**src/rtl/y86_pkg.sv**
```systemverilog
// Shared Y86-64 definitions for the fetch-side PC prediction slice.
//   word_t      : 64-bit machine word
//   I*          : instruction icode constants (IHALT..IPOPQ)
//   pc_state_e  : prediction FSM states (RUN, RET_WAIT)
package y86_pkg;

  typedef logic [63:0] word_t;

  localparam logic [3:0] IHALT   = 4'h0;
  localparam logic [3:0] INOP    = 4'h1;
  localparam logic [3:0] IRRMOVQ = 4'h2;
  localparam logic [3:0] IIRMOVQ = 4'h3;
  localparam logic [3:0] IRMMOVQ = 4'h4;
  localparam logic [3:0] IMRMOVQ = 4'h5;
  localparam logic [3:0] IOPQ    = 4'h6;
  localparam logic [3:0] IJXX    = 4'h7;
  localparam logic [3:0] ICALL   = 4'h8;
  localparam logic [3:0] IRET    = 4'h9;
  localparam logic [3:0] IPUSHQ  = 4'hA;
  localparam logic [3:0] IPOPQ   = 4'hB;

  typedef enum logic [0:0] {
    RUN      = 1'b0,
    RET_WAIT = 1'b1
  } pc_state_e;

endpackage

```
**src/rtl/pred_pc_unit_if.sv**
```systemverilog
// Bundle between the fetch/memory/write-back pipeline and pred_pc_unit.
//   master : pipeline side (drives fetch info, stall, M/W stage status)
//   slave  : pred_pc_unit side (returns F_predPC, ret_stall, ras_used)
interface pred_pc_unit_if;
  import y86_pkg::*;

  logic       f_valid;
  logic [3:0] f_icode;
  word_t      f_valC;
  word_t      f_valP;
  logic       stall_F;
  logic [3:0] M_icode;
  logic       M_cnd;
  logic [3:0] W_icode;
  word_t      F_predPC;
  logic       ret_stall;
  logic       ras_used;

  modport master (
    output f_valid, f_icode, f_valC, f_valP, stall_F, M_icode, M_cnd, W_icode,
    input  F_predPC, ret_stall, ras_used
  );

  modport slave (
    input  f_valid, f_icode, f_valC, f_valP, stall_F, M_icode, M_cnd, W_icode,
    output F_predPC, ret_stall, ras_used
  );
endinterface

```
**src/rtl/ret_addr_stack.sv**
```systemverilog
// Circular return-address stack.
//   clk, rst_n : clock, async active-low reset (pointer/count only)
//   push       : write push_data at the write pointer; when full the oldest
//                entry is silently overwritten and count stays at DEPTH
//   pop        : discard the top entry
//   flush      : empty the stack; a simultaneous push still lands (count 1)
//   top        : most recently pushed live entry
//   count      : number of live entries, 0..DEPTH
module ret_addr_stack
  import y86_pkg::*;
#(
  parameter int DEPTH = 8
) (
  input  logic                         clk,
  input  logic                         rst_n,
  input  logic                         push,
  input  logic                         pop,
  input  logic                         flush,
  input  word_t                        push_data,
  output word_t                        top,
  output logic [$clog2(DEPTH+1)-1:0]   count
);

  localparam int PW = $clog2(DEPTH);
  localparam int CW = $clog2(DEPTH + 1);
  localparam logic [CW-1:0] FULL = CW'(DEPTH);

  word_t         mem [DEPTH];
  logic [PW-1:0] wr_ptr;

  // wr_ptr points at the next free slot; the top lives one below it.
  assign top = mem[wr_ptr - PW'(1)];

  always_ff @(posedge clk or negedge rst_n) begin
    if (!rst_n) begin
      wr_ptr <= '0;
      count  <= '0;
    end else begin
      if (push) begin
        wr_ptr <= wr_ptr + PW'(1);
      end else if (pop && !flush) begin
        wr_ptr <= wr_ptr - PW'(1);
      end

      if (flush) begin
        count <= push ? CW'(1) : '0;
      end else if (push) begin
        count <= (count == FULL) ? count : count + CW'(1);
      end else if (pop) begin
        count <= count - CW'(1);
      end
    end
  end

  // Entry storage carries no reset; only pointer and count define validity.
  always_ff @(posedge clk) begin
    if (push) begin
      mem[wr_ptr] <= push_data;
    end
  end

endmodule

```
**src/rtl/pred_pc_unit.sv**
```systemverilog
// Fetch-stage next-PC predictor with optional return-address stack.
//   clk, rst_n : clock, async active-low reset
//   bus        : pred_pc_unit_if.slave
//                in : f_valid, f_icode, f_valC, f_valP, stall_F,
//                     M_icode, M_cnd, W_icode
//                out: F_predPC (registered prediction), ret_stall
//                     (fetch hold while an unpredicted ret is in flight),
//                     ras_used (registered, F_predPC came from the RAS)
// Build option: define PRED_PC_RAS_EN to implement the return-address stack;
// without it every ret waits for write-back and ras_used is tied low.
module pred_pc_unit
  import y86_pkg::*;
#(
  parameter int RAS_DEPTH = 8
) (
  input  logic           clk,
  input  logic           rst_n,
  pred_pc_unit_if.slave  bus
);

  localparam logic [0:0] S_RUN      = 1'(RUN);
  localparam logic [0:0] S_RET_WAIT = 1'(RET_WAIT);
  localparam int         CNT_W      = $clog2(RAS_DEPTH + 1);

  logic [0:0]       state;
  logic [0:0]       state_nxt;
  logic             adv;
  logic             is_ret;
  logic             mispred;
  logic             ras_hit;
  word_t            ras_top;
  logic [CNT_W-1:0] ras_count;
  word_t            pred_pc_p0;
  word_t            pred_pc_p1;
  logic             ras_used_p1;

  assign is_ret        = (bus.f_icode == IRET);
  assign mispred       = (bus.M_icode == IJXX) && !bus.M_cnd;
  assign bus.ret_stall = (state == S_RET_WAIT) && (bus.W_icode != IRET);
  assign adv           = bus.f_valid && !bus.stall_F && !bus.ret_stall;

  // A mispredict flushes the stack this cycle, so a ret fetched alongside it
  // must not consume an entry that is about to be discarded.
  assign ras_hit = adv && is_ret && !mispred && (ras_count != '0);

`ifdef PRED_PC_RAS_EN
  ret_addr_stack #(
    .DEPTH     (RAS_DEPTH)
  ) u_ras (
    .clk       (clk),
    .rst_n     (rst_n),
    .push      (adv && (bus.f_icode == ICALL)),
    .pop       (ras_hit),
    .flush     (mispred),
    .push_data (bus.f_valP),
    .top       (ras_top),
    .count     (ras_count)
  );

  assign bus.ras_used = ras_used_p1;
`else
  // No stack: behaves as a permanently empty RAS.
  assign ras_top      = '0;
  assign ras_count    = '0;
  assign bus.ras_used = 1'b0;
`endif

  always_comb begin
    pred_pc_p0 = bus.f_valP;
    if (bus.f_icode == IJXX || bus.f_icode == ICALL) begin
      pred_pc_p0 = bus.f_valC;
    end else if (ras_hit) begin
      pred_pc_p0 = ras_top;
    end
  end

  // A new unpredicted ret re-arms the wait even on the cycle the previous
  // ret retires, which is the only cycle adv can be high in RET_WAIT.
  always_comb begin
    state_nxt = state;
    if (state == S_RET_WAIT && bus.W_icode == IRET) begin
      state_nxt = S_RUN;
    end
    if (adv && is_ret && !ras_hit) begin
      state_nxt = S_RET_WAIT;
    end
  end

  // ---- stage p0 -> p1: predicted PC register ----
  always_ff @(posedge clk or negedge rst_n) begin
    if (!rst_n) begin
      state       <= S_RUN;
      pred_pc_p1  <= '0;
      ras_used_p1 <= 1'b0;
    end else begin
      state <= state_nxt;
      if (adv) begin
        pred_pc_p1  <= pred_pc_p0;
        ras_used_p1 <= ras_hit;
      end
    end
  end

  assign bus.F_predPC = pred_pc_p1;

endmodule

```
**src/flat_wrapper.sv**
```systemverilog
// flat-port wrapper written by rule: the top's interface ports become plain ports
module pred_pc_unit_flat import y86_pkg::*;
#(
  parameter int RAS_DEPTH = 8
)
  (clk, rst_n, bus_f_valid, bus_f_icode, bus_f_valC, bus_f_valP, bus_stall_F, bus_M_icode, bus_M_cnd, bus_W_icode, bus_F_predPC, bus_ret_stall, bus_ras_used);
  pred_pc_unit_if bus_i ();
  input  logic clk;
  input  logic rst_n;
  input wire logic [$bits(bus_i.f_valid)-1:0] bus_f_valid;
  input wire logic [$bits(bus_i.f_icode)-1:0] bus_f_icode;
  input wire logic [$bits(bus_i.f_valC)-1:0] bus_f_valC;
  input wire logic [$bits(bus_i.f_valP)-1:0] bus_f_valP;
  input wire logic [$bits(bus_i.stall_F)-1:0] bus_stall_F;
  input wire logic [$bits(bus_i.M_icode)-1:0] bus_M_icode;
  input wire logic [$bits(bus_i.M_cnd)-1:0] bus_M_cnd;
  input wire logic [$bits(bus_i.W_icode)-1:0] bus_W_icode;
  output wire logic [$bits(bus_i.F_predPC)-1:0] bus_F_predPC;
  output wire logic [$bits(bus_i.ret_stall)-1:0] bus_ret_stall;
  output wire logic [$bits(bus_i.ras_used)-1:0] bus_ras_used;
  assign bus_i.f_valid = bus_f_valid;
  assign bus_i.f_icode = bus_f_icode;
  assign bus_i.f_valC = bus_f_valC;
  assign bus_i.f_valP = bus_f_valP;
  assign bus_i.stall_F = bus_stall_F;
  assign bus_i.M_icode = bus_M_icode;
  assign bus_i.M_cnd = bus_M_cnd;
  assign bus_i.W_icode = bus_W_icode;
  assign bus_F_predPC = bus_i.F_predPC;
  assign bus_ret_stall = bus_i.ret_stall;
  assign bus_ras_used = bus_i.ras_used;
  pred_pc_unit #(.RAS_DEPTH(RAS_DEPTH)) u_core (.clk(clk), .rst_n(rst_n), .bus(bus_i));
endmodule
```
**config.mk**
```make
export PLATFORM = sky130hd
export DESIGN_NAME = pred_pc_unit_flat
export DESIGN_NICKNAME = d
export VERILOG_FILES = /design/src/rtl/y86_pkg.sv /design/src/rtl/pred_pc_unit_if.sv /design/src/rtl/ret_addr_stack.sv /design/src/rtl/pred_pc_unit.sv /design/src/flat_wrapper.sv
export SDC_FILE = /design/constraint.sdc
export NUM_CORES = 1
export LEC_CHECK = 0
export ABC_AREA = 0
export ABC_CLOCK_PERIOD_IN_PS = 2100
export CORE_AREA = 2 2 117 85
export CTS_CLUSTER_SIZE = 10
export DETAILED_ROUTE_END_ITERATION = 16
export DIE_AREA = 0 0 119 87
export HOLD_SLACK_MARGIN = 0.06
export PLACE_DENSITY = 0.77
export SKIP_CTS_REPAIR_TIMING = 1
export SLEW_MARGIN = 20
export SYNTH_ARGS = -nofsm -noshare
export SYNTH_HDL_FRONTEND = slang
export SYNTH_HIERARCHICAL = 1
export SYNTH_SLANG_ARGS = --single-unit
```
**constraint.sdc**
```tcl
create_clock -name clk -period 2.1 [get_ports clk]
set_input_delay 0.42 -clock clk [delete_from_list [all_inputs] [get_ports clk]]
set_output_delay 0.42 -clock clk [all_outputs]
set_load 0.005 [all_outputs]
```
## Word level (Yosys, flattened, before mapping)

Cells that the tools add are included.

- Equal/unequal tests: 5
- Mux-type cells: 3
- Reduce and logical (&&, ||, !) cells: 9

Operators with widths:

| kind | count |
|---|---|
| 64-bit two-way mux | 1 |
| 4-bit == test (second input constant) | 3 |
| 1-bit logical AND | 5 |
| 4-bit by 3-bit == test with 1-bit output (second input constant) | 1 |
| 4-bit inequality test (second input constant) | 1 |
| 1-bit logical NOT | 2 |
| 1-bit two-way mux | 2 |
| 2-bit nonzero test | 1 |
| 1-bit logical OR | 1 |

- Flip-flop bits (word level): 65
- Word-level logic and storage cells: 19

## Logic depth before layout (Yosys ltp)

Gate-level depths: netlist of run 1.

- Depth in word-level cells: 6
- Depth in mapped cells: 6
- Mapped depth without buffers: 4

## Worst setup path before layout of run 1

No wires, ideal clock.

- Path type: in2reg
- Start point: input bus_f_icode[2]
- End point: register u_core.pred_pc_p1[42], in the netlist u_core/bus.F_predPC[42]
- Library setup time: 0.125 ns
- Data arrival time: 1.346 ns
- Data required time: 1.975 ns
- Path slack: 0.629 ns
- Stages on the path: 6
- Path through: nor2b_1 a31oi_1 buf_6 buf_8 mux2i_1 a21oi_2

- Word-level cells in the longest chain between the ends: 3
- Elaborated cells between the ends (all ways): 4

RTL lines:

| element | RTL line | text |
|---|---|---|
| start, declared | flat_wrapper.sv:11 | `input wire logic [$bits(bus_i.f_icode)-1:0] bus_f_icode;` |
| 4-bit by 3-bit == test with 1-bit output / 4-bit == test (equally long branches) | pred_pc_unit.sv:70 | `if (bus.f_icode == IJXX \|\| bus.f_icode == ICALL) begin` |
| 1-bit logical OR * | pred_pc_unit.sv:70 |  |
| 64-bit two-way mux * | pred_pc_unit.sv:70 |  |
| end signal, assigned | pred_pc_unit.sv:98 | `pred_pc_p1 <= pred_pc_p0;` |
| end, declared | pred_pc_unit.sv:34 | `word_t pred_pc_p1;` |

Mark *: on every way between the ends. The rest lies on a longest branch, timed or not.
A chain may end at the register's enable or synchronous reset.

## Worst setup path after layout of run 1

- Start point: input bus_f_icode[3]
- End point: register u_core.pred_pc_p1[61], in the netlist u_core/bus.F_predPC[61]

The elaborated chain is that of the path after synthesis.

==> impl_metrics.ini, run 1 <==
[drt]
viasPerCell = 4.545
postRouteAntennaNets = 0
drcViolationCount = 0
post_drt_wl_per_cell_microns = 14.11
drt-initial-drc-count = 130
drtPass1Iterations = 4
wl_microns = 8777
routed-via-count = 2827

[timing]
finalClockSkew_ns = 0.004179
fmax_mhz = 551.4
finalHoldViolCount = 0
setup_ws_ns = 0.2863
timing.final.setup_violations = 0
fin_crit_sh = 0.8637
slew_headroom = 0.6621
rsz0062_at_grt = false
fin_crit_ns = 1.814
slew_viol_final = 0
worst_pin_slew_ns = 0.4998

[global_route]
grt_pass1_vias = 2830
antenna_found_initial = 0
grt_util_all_layers = 0.1719
grt_overflow = 0
grt_pass1_wl_microns = 13820
grt_max_degree = 70

[setup_path]
path_buf_inv = 2
arrival_ns = 2.01
worst_setup_path_end_kind = flop
worstPathCellList = clkdlybuf4s50_1 -> nor4b_1 -> a31oi_4 -> buf_12 -> mux2i_1 -> a21oi_2
crit_slowest_cell = clkdlybuf4s50_1
start_kind = input port
worstReg2RegEnd = u_core/bus.F_predPC[18]
slowest_delay_ns = 0.50
r2r_cells = 4
rrSetupSlack_ns = 0.87
required_ns = 2.30
crit_family = buffers and inverters
crit_fanout = 30
reg2reg_from = u_core/state
path_class = input port to flop

[place]
routabilityCongestion = 0.7582
hpwlAfterDp_microns = 6729
portBuffers = 204
dp_slack_ns = -0.03869

[layout]
diodes = 0
fin_nets = 635
final_common_cell = clkdlybuf4s50_1
final_cell_mix = clkdlybuf4s50_1 (202), dfrtp_1 (65), mux2i_1 (64), nor2_1 (64), a21oi_1 (49)
drive_gt1_frac = 0.08097
postLayoutCoreUtil = 0.6029
area_growth_pct = 79.94

[floorplan]
die_height_microns = 87
fp.dieW_microns = 119
fp.dieArea_sq_um = 10350
io_pins = 211
core_sq_um = 9346
rows = 30
start_util = 0.3351

[yosys]
yosysWarnings = 6
synth_nets = 434
syn_area_per_cell_sq_um = 10.84
netlist.area_leader.share = 0.5194
synth_cell_type_count = 19
synth-seq-cells = 65
yosys-top-cells-area = dfrtp_1 (52%), mux2i_1 (20%), a21oi_1 (8.0%)
yosysTopAreaCell = dfrtp_1
synth_cells = 289
ys_seq_area_frac = 0.5194
synth_area_sq_um = 3132

[power]
switching_power_w = 0.001069
seqPwrFrac = 0.358
p_comb_frac = 0.282
leakage_nw = 2.577
intPower_w = 0.003451
clkPwrFrac = 0.359
irDropWorstVdd_mv = 0.4630
netSwitchingFraction = 0.2365
power_w = 0.004520
power_density_nw_per_um2 = 802.1

[clocking]
cts_tree = yes
clk_pin_slew_ns = 0.05
cts_max_level = 3
cts.path.max_buffers = 2
clock_tree.root_cell = clkbuf_16
clock_latency_ns = 0.32
clock-sinks = 65
numCtsBuffers = 9

[job]
max-cap-violations = 0

[status]
status = complete, no violations

[min_path]
min_path_type = input port to async pin
## final cells by class
| type | count | area [sq um] |
|---|---|---|
| tap | 128 | 160.2 |
| sequential | 65 | 1627 |
| timing repair buffer | 212 | 2162 |
| clock buffer | 13 | 270.3 |
| fill | 771 | 3711 |
| clock inverter | 2 | 60.06 |
| multi-input combinational | 202 | 1356 |
## logic make-up after synthesis
group	after synthesis	synth area share
compound gates	67	0.1263
flops	65	0.5194
simple gates	70	0.09269
buf+inv	22	0.05593
other cells	1	0.001197
mux	64	0.2046
## worst max-delay path by stage
stage / startpoint / to / cells after the start
floorplan: bus_f_icode[2] / u_core/bus.F_predPC[42] / 6
global placement: bus_f_icode[0] / u_core/bus.F_predPC[61] / 6
detailed placement: bus_f_icode[3] / u_core/bus.F_predPC[61] / 6
CTS: bus_W_icode[2] / bus_ret_stall / 4
global route: bus_f_icode[3] / u_core/bus.F_predPC[57] / 6
finish: bus_f_icode[3] / u_core/bus.F_predPC[61] / 6
## per-layer routing
metal	vias up	GRT usage	routed length (microns)
met5	-	0	0
met4	0	0.04545	70
met3	8	0.07919	881
met2	126	0.3025	4329
met1	1289	0.1901	3495
li1	1404	-	-
## synth_stat cells
library cell and instances:
clkbuf_1 3, a21oi_2 15, nor2b_1 1, conb_1 1, o21bai_1 1, buf_6 1
a31oi_1 1, buf_4 1, nand4bb_1 1, nor2_1 64, mux2i_1 64, dfrtp_1 65
or4bb_1 1, nand2b_1 1, a21oi_1 50, buf_8 6, buf_2 11, and2_1 1
nor4b_1 1
## sequential cells by signal, indices dropped and copies added, names as in the netlist
| signal | count |
|---|---|
| u_core/bus.F_predPC | 64 |
| u_core/state | 1 |
## through the flow
stage	cell area, sq um	hold slack, ns	setup TNS [ns]	instances
after CTS	5633	0.1115	0	622
after detailed placement	5303	0.4611	-0.2251	607
after global placement	5303	0.4637	-0.1002	607
final	5635	0.1023	0	622
after global routing	5635	0.1255	0	622
after floorplan	3132	0.1244	0	289
## power groups by stage
| stage | Combinational (W) | Sequential, W | Clock, W |
|---|---|---|---|
| 2_1_floorplan | 0.000396 | 0.00166 | 0 |
| 3_5_place_dp | 0.00129 | 0.00165 | 0 |
| 4_1_cts | 0.00130 | 0.00163 | 0.00167 |
| 5_1_grt | 0.00138 | 0.00165 | 0.00173 |
| 6_report | 0.00128 | 0.00162 | 0.00162 |
| 3_3_place_gp | 0.00127 | 0.00163 | 0 |
(Power assumes the default switching activity.)
==> run 2, diff against run 1 <==
--- a/config.mk
+++ b/config.mk
@@ -6,7 +6,7 @@
 export NUM_CORES = 1
 export LEC_CHECK = 0
 export ABC_AREA = 0
-export ABC_CLOCK_PERIOD_IN_PS = 2100
+export ABC_CLOCK_PERIOD_IN_PS = 2000
 export CORE_AREA = 2 2 117 85
 export CTS_CLUSTER_SIZE = 10
 export DETAILED_ROUTE_END_ITERATION = 16
==> constraint.sdc (replaced) <==
create_clock -name clk -period 2 [get_ports clk]
set_input_delay 0.4 -clock clk [delete_from_list [all_inputs] [get_ports clk]]
set_output_delay 0.4 -clock clk [all_outputs]
set_load 0.005 [all_outputs]
==> impl_metrics.ini, run 2 (synthesis gave the netlist of run 1 again) <==
[setup_path]
required_ns = 2.18
slowest_delay_ns = 0.49
crit_slowest_cell = clkdlybuf4s50_1
worst_setup_path_end_kind = flop
path_class = input port to flop
crit_fanout = 34
worstPathCellList = clkdlybuf4s50_1 -> nor4b_1 -> a31oi_4 -> buf_12 -> mux2i_1 -> a21oi_1
start_kind = input port
arrival_ns = 2.04

[layout]
postLayoutCoreUtil = 0.6035
area_growth_pct = 80.10
fillers = 780
drive_gt1_frac = 0.08669
diodes = 0
stdcell_count = 624
fin_nets = 637
largest_reg_flops = 64
final_cell_mix = clkdlybuf4s50_1 (201), dfrtp_1 (65), mux2i_1 (64), nor2_1 (64), a21oi_1 (49)
final_common_cell = clkdlybuf4s50_1

[drt]
postRouteAntennaNets = 0
met2WireLength_microns = 4450
top_layer = met4
drtPass1Iterations = 4
wl_microns = 8945
viasPerCell = 4.556
route.met3.wl_microns = 905
post_drt_wl_per_cell_microns = 14.33
routed-via-count = 2843
met1_length_microns = 3524
drt-initial-drc-count = 108
drcViolationCount = 0

[clocking]
clock_latency_ns = 0.32
clk_pin_slew_ns = 0.05
cts.path.max_buffers = 2
clock_tree.root_cell = clkbuf_16
cts_max_level = 3
clock-sinks = 65
numCtsBuffers = 9
cts_tree = yes

[global_route]
grt_max_degree = 69
grt_pass1_wl_microns = 14280
grt_overflow = 0
grt_util_all_layers = 0.1760
grt_pass1_vias = 2872
antenna_found_initial = 0

[power]
leakage_nw = 2.587
intPower_w = 0.003465
p_comb_frac = 0.293
irDropWorstVdd_mv = 0.3558
clkPwrFrac = 0.335
seqPwrFrac = 0.372
netSwitchingFraction = 0.2452
power_density_nw_per_um2 = 813.8
power_w = 0.004590
switching_power_w = 0.001125

[timing]
fmax_mhz = 536.3
slew_headroom = 0.6249
slew_viol_final = 0
timing.final.setup_violations = 0
rsz0062_at_grt = false
fin_crit_sh = 0.9323
fin_crit_ns = 1.865
fin_setup_tns_ns = 0
worst_pin_slew_ns = 0.5548
finalClockSkew_ns = 0.005250
finalHoldViolCount = 0

[place]
hpwlAfterDp_microns = 6965
routabilityCongestion = 0.7534
dp.cells = 608
portBuffers = 204

[floorplan]
fp.dieW_microns = 119
io_pins = 211
start_util = 0.3351
core_sq_um = 9346
fp.dieArea_sq_um = 10350
die_height_microns = 87
rows = 30

[job]
max-cap-violations = 0

[status]
status = complete, no violations

[min_path]
min_path_type = input port to async pin
## run 2: cell types whose count changed in the layout (fill, tap and decap cells not counted), sizes merged
cell           before  now
dlygate4sd3         0    1
clkdlybuf4s50     202  201
buf                 9   10
bufinv              2    1
clkinv              0    2
clkbuf             13   12
dlymetal6s2s        1    2
## run 2: routing by layer
| metal | vias to the layer above | track usage |
|---|---|---|
| li1 | 1412 | - |
| met1 | 1300 | 0.1971 |
| met2 | 125 | 0.3098 |
| met3 | 6 | 0.07592 |
| met4 | 0 | 0.04870 |
| met5 | - | 0 |
## run 2: power groups by stage
stage	Sequential (W)	Clock [W]	Combinational, W
after global placement	0.00171	0	0.00133
after floorplan	0.00174	0	0.000416
after detailed placement	0.00173	0	0.00135
after CTS	0.00171	0.00159	0.00136
final	0.00171	0.00154	0.00135
after global routing	0.00174	0.00165	0.00146
## run 2: final timing paths
kind / start / to / slack [ns] / cells after the start
worst min register to register: u_core/bus.F_predPC[1] / u_core/bus.F_predPC[1] / 0.51 / 2
min in group clk: u_core/bus.F_predPC[1] / u_core/bus.F_predPC[1] / 0.51 / 2
max in group asynchronous: rst_n / u_core/bus.F_predPC[51] / 0.97 / 3
worst max register to register: u_core/state / u_core/bus.F_predPC[18] / 0.75 / 4
worst min-delay path: rst_n / u_core/bus.F_predPC[34] / 0.45 / 2
worst max-delay path: bus_f_icode[3] / u_core/bus.F_predPC[18] / 0.14 / 6
## run 2: area by class of cell
cell class	instances	area, sq um	area share
clock buffers	12	256.5	0.04547
clock inverters	3	40.04	0.007098
multi-input cells	202	1375	0.2438
flip-flops and latches	65	1627	0.2884
well taps	128	160.2	0.02839
repair buffers	214	2182	0.3869
## run 2: stage by stage
stage          cell area (sq um)  worst slack, ns  hold slack (ns)
6_report                    5640           0.1354           0.4524
5_1_grt                     5640           0.1307           0.4460
4_1_cts                     5607         -0.06950         -0.09453
3_5_place_dp                5310          -0.1496           0.2533
3_3_place_gp                5310          -0.1133           0.2490
2_1_floorplan               3132           0.5488           0.1044
## run 2: worst max-delay path: cells and delay by family
family	cells	cell delay [ns]
compound gates	2	0.21
simple gates	1	0.48
buf+inv	2	0.71
mux	1	0.22
